<file path="src/rtl/seq_serializer.sv">
// MSB-first parallel-to-serial front end with a one-word holding buffer for gapless streaming.
// Define SEQ_SER_PARITY_EN to append an even-parity bit after every word.
module seq_serializer #(
    parameter int WIDTH = 8,
    parameter int GAP   = 0
) (
    input  logic             clk,
    input  logic             reset,
    input  logic [WIDTH-1:0] din,
    input  logic             load,
    output logic             ready,
    output logic             x_out,
    output logic             bit_valid,
    output logic             done
);

    localparam int                CNT_W    = $clog2(WIDTH + 1);
    localparam logic [CNT_W-1:0]  CNT_LAST = CNT_W'(WIDTH - 1);
    localparam logic [3:0]        GAP_LAST = 4'((GAP > 0) ? GAP - 1 : 0);

`ifdef SEQ_SER_PARITY_EN
    typedef enum logic [1:0] {S_IDLE, S_SHIFT, S_PARITY, S_GAP} state_e;
`else
    typedef enum logic [1:0] {S_IDLE, S_SHIFT, S_GAP} state_e;
`endif

    state_e             state_q, state_d;
    logic [WIDTH-1:0]   shreg_q, shreg_d;
    logic [CNT_W-1:0]   cnt_q, cnt_d;
    logic [WIDTH-1:0]   buf_q, buf_d;
    logic               buf_full_q, buf_full_d;
    logic [3:0]         gap_q, gap_d;
`ifdef SEQ_SER_PARITY_EN
    logic               par_q, par_d;
`endif

    logic               accept;
    logic               eow;
    logic               gap_end;
    logic               ld_en;
    logic               took_din;
    logic [WIDTH-1:0]   ld_src;

    // ready depends on registered state only, so load never combinationally reaches it.
    assign ready  = !buf_full_q;
    assign accept = load && ready;

    always_comb begin
        // NOTE: every always_comb output gets a default first; a missing branch would infer a latch.
        state_d    = state_q;
        shreg_d    = shreg_q;
        cnt_d      = cnt_q;
        buf_d      = buf_q;
        buf_full_d = buf_full_q;
        gap_d      = gap_q;
`ifdef SEQ_SER_PARITY_EN
        par_d      = par_q;
`endif
        x_out      = 1'b0;
        bit_valid  = 1'b0;
        done       = 1'b0;
        eow        = 1'b0;
        gap_end    = 1'b0;
        ld_en      = 1'b0;
        took_din   = 1'b0;
        ld_src     = din;

        case (state_q)
            S_IDLE: begin
                if (accept) begin
                    ld_en    = 1'b1;
                    took_din = 1'b1;
                end
            end
            S_SHIFT: begin
                x_out     = shreg_q[WIDTH-1];
                bit_valid = 1'b1;
                shreg_d   = {shreg_q[WIDTH-2:0], 1'b0};
                cnt_d     = cnt_q + CNT_W'(1);
                if (cnt_q == CNT_LAST) begin
`ifdef SEQ_SER_PARITY_EN
                    state_d = S_PARITY;
`else
                    done    = 1'b1;
                    eow     = 1'b1;
`endif
                end
            end
`ifdef SEQ_SER_PARITY_EN
            S_PARITY: begin
                x_out     = par_q;
                bit_valid = 1'b1;
                done      = 1'b1;
                eow       = 1'b1;
            end
`endif
            S_GAP: begin
                gap_d = gap_q + 4'd1;
                if (gap_q == GAP_LAST) gap_end = 1'b1;
            end
            default: state_d = S_IDLE;
        endcase

        // A load landing on the final gap edge bypasses too, so a word is never stranded in the buffer.
        if (eow && (GAP > 0)) begin
            state_d = S_GAP;
            gap_d   = 4'd0;
        end else if (eow || gap_end) begin
            if (buf_full_q) begin
                ld_en      = 1'b1;
                ld_src     = buf_q;
                buf_full_d = 1'b0;
            end else if (accept) begin
                ld_en    = 1'b1;
                took_din = 1'b1;
            end else begin
                state_d = S_IDLE;
            end
        end

        if (ld_en) begin
            shreg_d = ld_src;
            cnt_d   = '0;
            state_d = S_SHIFT;
`ifdef SEQ_SER_PARITY_EN
            par_d   = ^ld_src;
`endif
        end

        if (accept && !took_din) begin
            buf_d      = din;
            buf_full_d = 1'b1;
        end
    end

    always_ff @(posedge clk or posedge reset) begin
        if (reset) begin
            // NOTE: data registers are reset as well, so the serial line is clean straight out of reset.
            state_q    <= S_IDLE;
            shreg_q    <= '0;
            cnt_q      <= '0;
            buf_q      <= '0;
            buf_full_q <= 1'b0;
            gap_q      <= '0;
`ifdef SEQ_SER_PARITY_EN
            par_q      <= 1'b0;
`endif
        end else begin
            // NOTE: non-blocking assignments so every register samples pre-edge values.
            state_q    <= state_d;
            shreg_q    <= shreg_d;
            cnt_q      <= cnt_d;
            buf_q      <= buf_d;
            buf_full_q <= buf_full_d;
            gap_q      <= gap_d;
`ifdef SEQ_SER_PARITY_EN
            par_q      <= par_d;
`endif
        end
    end

endmodule

</file>
<file path="config.mk">
export PLATFORM = sky130hd
export DESIGN_NAME = seq_serializer
export DESIGN_NICKNAME = d
export VERILOG_FILES = /design/src/rtl/seq_serializer.sv
export SDC_FILE = /design/constraint.sdc
export NUM_CORES = 1
export LEC_CHECK = 0
export ABC_AREA = 1
export BUFFER_PORTS_ARGS = -buffer_cell sky130_fd_sc_hd__buf_4
export CAP_MARGIN = 20
export CORE_MARGIN = 10
export CORE_UTILIZATION = 52
export CTS_CLUSTER_DIAMETER = 80
export DETAILED_ROUTE_END_ITERATION = 12
export PLACE_DENSITY = 0.86
export SLEW_MARGIN = 20
export SYNTH_ARGS = -nofsm -noshare
export SYNTH_HDL_FRONTEND = slang
export SYNTH_SLANG_ARGS = --single-unit
export TNS_END_PERCENT = 100
</file>
<file path="constraint.sdc">
create_clock -name clk -period 1.4 [get_ports clk]
set_clock_uncertainty 0.05 [all_clocks]
set_input_delay 0.14 -clock clk [delete_from_list [all_inputs] [get_ports clk]]
set_output_delay 0.14 -clock clk [all_outputs]
set_load 0.01 [all_outputs]
</file>
==> impl_metrics.yaml <==
run_status:
  status: "finished with violations"
  violations: "setup timing"
sta:
  fmax_mhz: 627
  relSlewSlack_pct: 76.4
  rsz0062_at_grt: "true"
  hold_viol: 0
  finalSetupTns_ns: -3.42
  finalCriticalPeriod_ns: 1.60
  setup_slack_ns: -0.196
  setup-violations-final: 25
  finalCritPeriodShare_pct: 114
  fin_hold_ws_ns: 0.146
  finalMaxSlewViolations: 0
  tightest_slew_ns: 0.355
yosys:
  syn_nets: 188
  syn_avg_cell_area_um2: 8.39
  synth_top_area_cell: "dfrtp_1"
  async_flop_share_pct: 100
  yosysWarningCount: 0
  syn-instance-count: 174
  synth-edff-count: 0
  ys_ff_latch: 27
  yosysMostFrequentCell: "nand2_1"
  ys_seq_area_share_pct: 46.3
  netlist_area_um2: 1460
  synth_top_area_share_pct: 46.3
  synthTopCellsByArea: "dfrtp_1, nand2_1, inv_1"
  synthFlopType: "dfrtp_1"
  synth.distinct_cells: 22
  synth_common_cells: "nand2_1, dfrtp_1, inv_1"
global_routing:
  grt_pass1_vias: 1196
  grt.busiest_layer: "met2"
  use_met2_pct: 21.2
  track_usage_pct: 12.5
  grt_use_met1_pct: 15.0
  grt_max_degree: 28
  grt_pass1_wl_mm: 5.31
  grt_overflow: 0
  antenna_found_initial: 0
  grt.met3_usage_pct: 2.31
worst_setup_path:
  crit_start: "cnt_q[1]"
  r2r-start: "cnt_q[1]"
  end_kind: "output pin"
  crit_end: "done"
  worstRegToRegCells: 10
  critical_path_class: "register to output pin"
  worstReg2RegEnd: "buf_q[4]"
  start_kind: "register"
  worstPathMaxFanout: 3
  worstPathArrival_ns: 1.41
  crit_required_ns: 1.21
  rrSetupSlack_ns: -0.19
route:
  drt_iter0_markers: 60
  vias_per_cell: 5.06
  drt-total-wl_mm: 3.55
  wire_per_inst_um: 13.8
  via_count: 1306
  ant_nets: 0
  drc: 0
  dr.pass1.iters: 4
cells_and_area:
  syn2layout_area_growth_pct: 41.8
  layout.cell_area.non_filler_um2: 2070
  fin_nets: 242
  fin_cells: 258
  drive_gt1_share_pct: 39.2
  diodes: 0
clock_tree:
  cts_tree: "built"
  root_buffer: "clkbuf_4"
  cts.sinks: 27
  cts_buffers: 3
  clk_pin_slew_ns: 0.15
  cts_max_level: 1
  clk_latency_ns: 0.34
  clockBufferDepth: 2
min_path:
  hold_path_class: "input pin to register"
flow_run:
  cap_violations: 0
place:
  gp_congestion: 0.810
  portBuffers: 14
  placedCellCount: 233
  post-place-ws_ns: -0.140
  postPlaceCellArea_um2: 1720
  dp_hpwl_mm: 2.18
die:
  die_h_um: 73.0
  row_count: 19
  die_width_um: 73.0
  design.core.area_um2: 2710
  start_util_pct: 53.9
  dieArea_um2: 5330
  ioPinCount: 15
power_and_ir_drop:
  vdd_drop_max_mv: 1.13
  cellPowerDensity_nw_per_um2: 1410
  leakage_uw: 0.00102
==> stage by stage <==
| step | utilization, % | power [µW] |
|---|---|---|
| 6_report | 76.4 | 2920 |
| 5_1_grt | 76.4 | 3130 |
| 4_1_cts | 70.3 | 2680 |
| 3_5_place_dp | 63.5 | 2240 |
| 3_3_place_gp | 63.5 | 2190 |
| 2_1_floorplan | - | 1890 |
==> placed cells by master, fill, tap and decap left out, drive strengths merged, types with 3 or more instances in the layout <==
| master | n |
|---|---|
| nand2 | 52 |
| dlygate4sd3 | 9 |
| inv | 28 |
| nand3 | 19 |
| nor2 | 12 |
| ha | 3 |
| xnor2 | 3 |
| dfrtp | 27 |
| nand4 | 3 |
| buf | 43 |
| clkbuf | 4 |
| o21ai | 16 |
==> critical path, stage by stage (launching register included) <==
cell,delay [ns]
dfrtp_1,0.39
ha_2,0.20
nand2_2,0.06
inv_2,0.08
nand3_4,0.09
buf_6,0.13
inv_2,0.04
buf_6,0.09
==> kinds of logic (layout without fill, tap and decap cells) <==
logic type	after synthesis	in the layout	synth area share [%]
DFF	27	27	46.3
buffers and inverters	33	86	10.9
xor gates and xnor gates	5	5	3.00
adders and majority gates	3	3	2.57
and+or+nand+nor	86	86	30.1
AOI/OAI and AO/OA	20	20	7.20
==> layout make-up <==
type                       count  area, µm²
multi-input combinational    114        717
sequential                    27        676
clock buffer                   3       22.5
tap                           31       38.8
inverter                      29        113
timing repair buffer          53        497
fill                         193        639
clock inverter                 1       7.51
==> worst min path at each step <==
stage                 from    endpoint  slack [ns]  cells after the start
floorplan            reset  buf_full_q        0.14                      1
global placement     reset    cnt_q[2]        0.18                      3
detailed placement   reset    cnt_q[2]        0.18                      3
CTS                 din[7]    buf_q[7]       0.005                      3
global route          load  buf_full_q        0.15                      4
finish                load  buf_full_q        0.15                      4
==> flip-flops by register name, summed over array words and instances (netlist names) <==
signal / flops
shreg_q: 8
buf_q: 8
gap_q: 4
cnt_q: 4
state_q: 2
buf_full_q: 1
==> power by group <==
group	internal [µW]	switching [µW]	total [µW]
sequential	1040	173	1210
combinational	676	676	1350
clock	110	247	356
total	1820	1100	2920
==> timing repair <==
| item | in CTS | in global routing |
|---|---|---|
| hold buffers | 8 | 1 |
| pin swaps | 2 | 7 |
| hold endpoints to repair | 34 | 1 |
| gates resized for setup | 12 | 27 |
| cloned | 0 | 2 |
| setup endpoints to repair | 21 | 25 |
| setup buffers | 5 | 5 |
==> routing by layer <==
| layer | routed length (µm) | vias to the layer above |
|---|---|---|
| met4 | 51 | 0 |
| li1 | - | 649 |
| met1 | 1510 | 636 |
| met2 | 1890 | 16 |
| met5 | 0 | - |
| met3 | 101 | 5 |
Power figures use the tool's default switching activity.
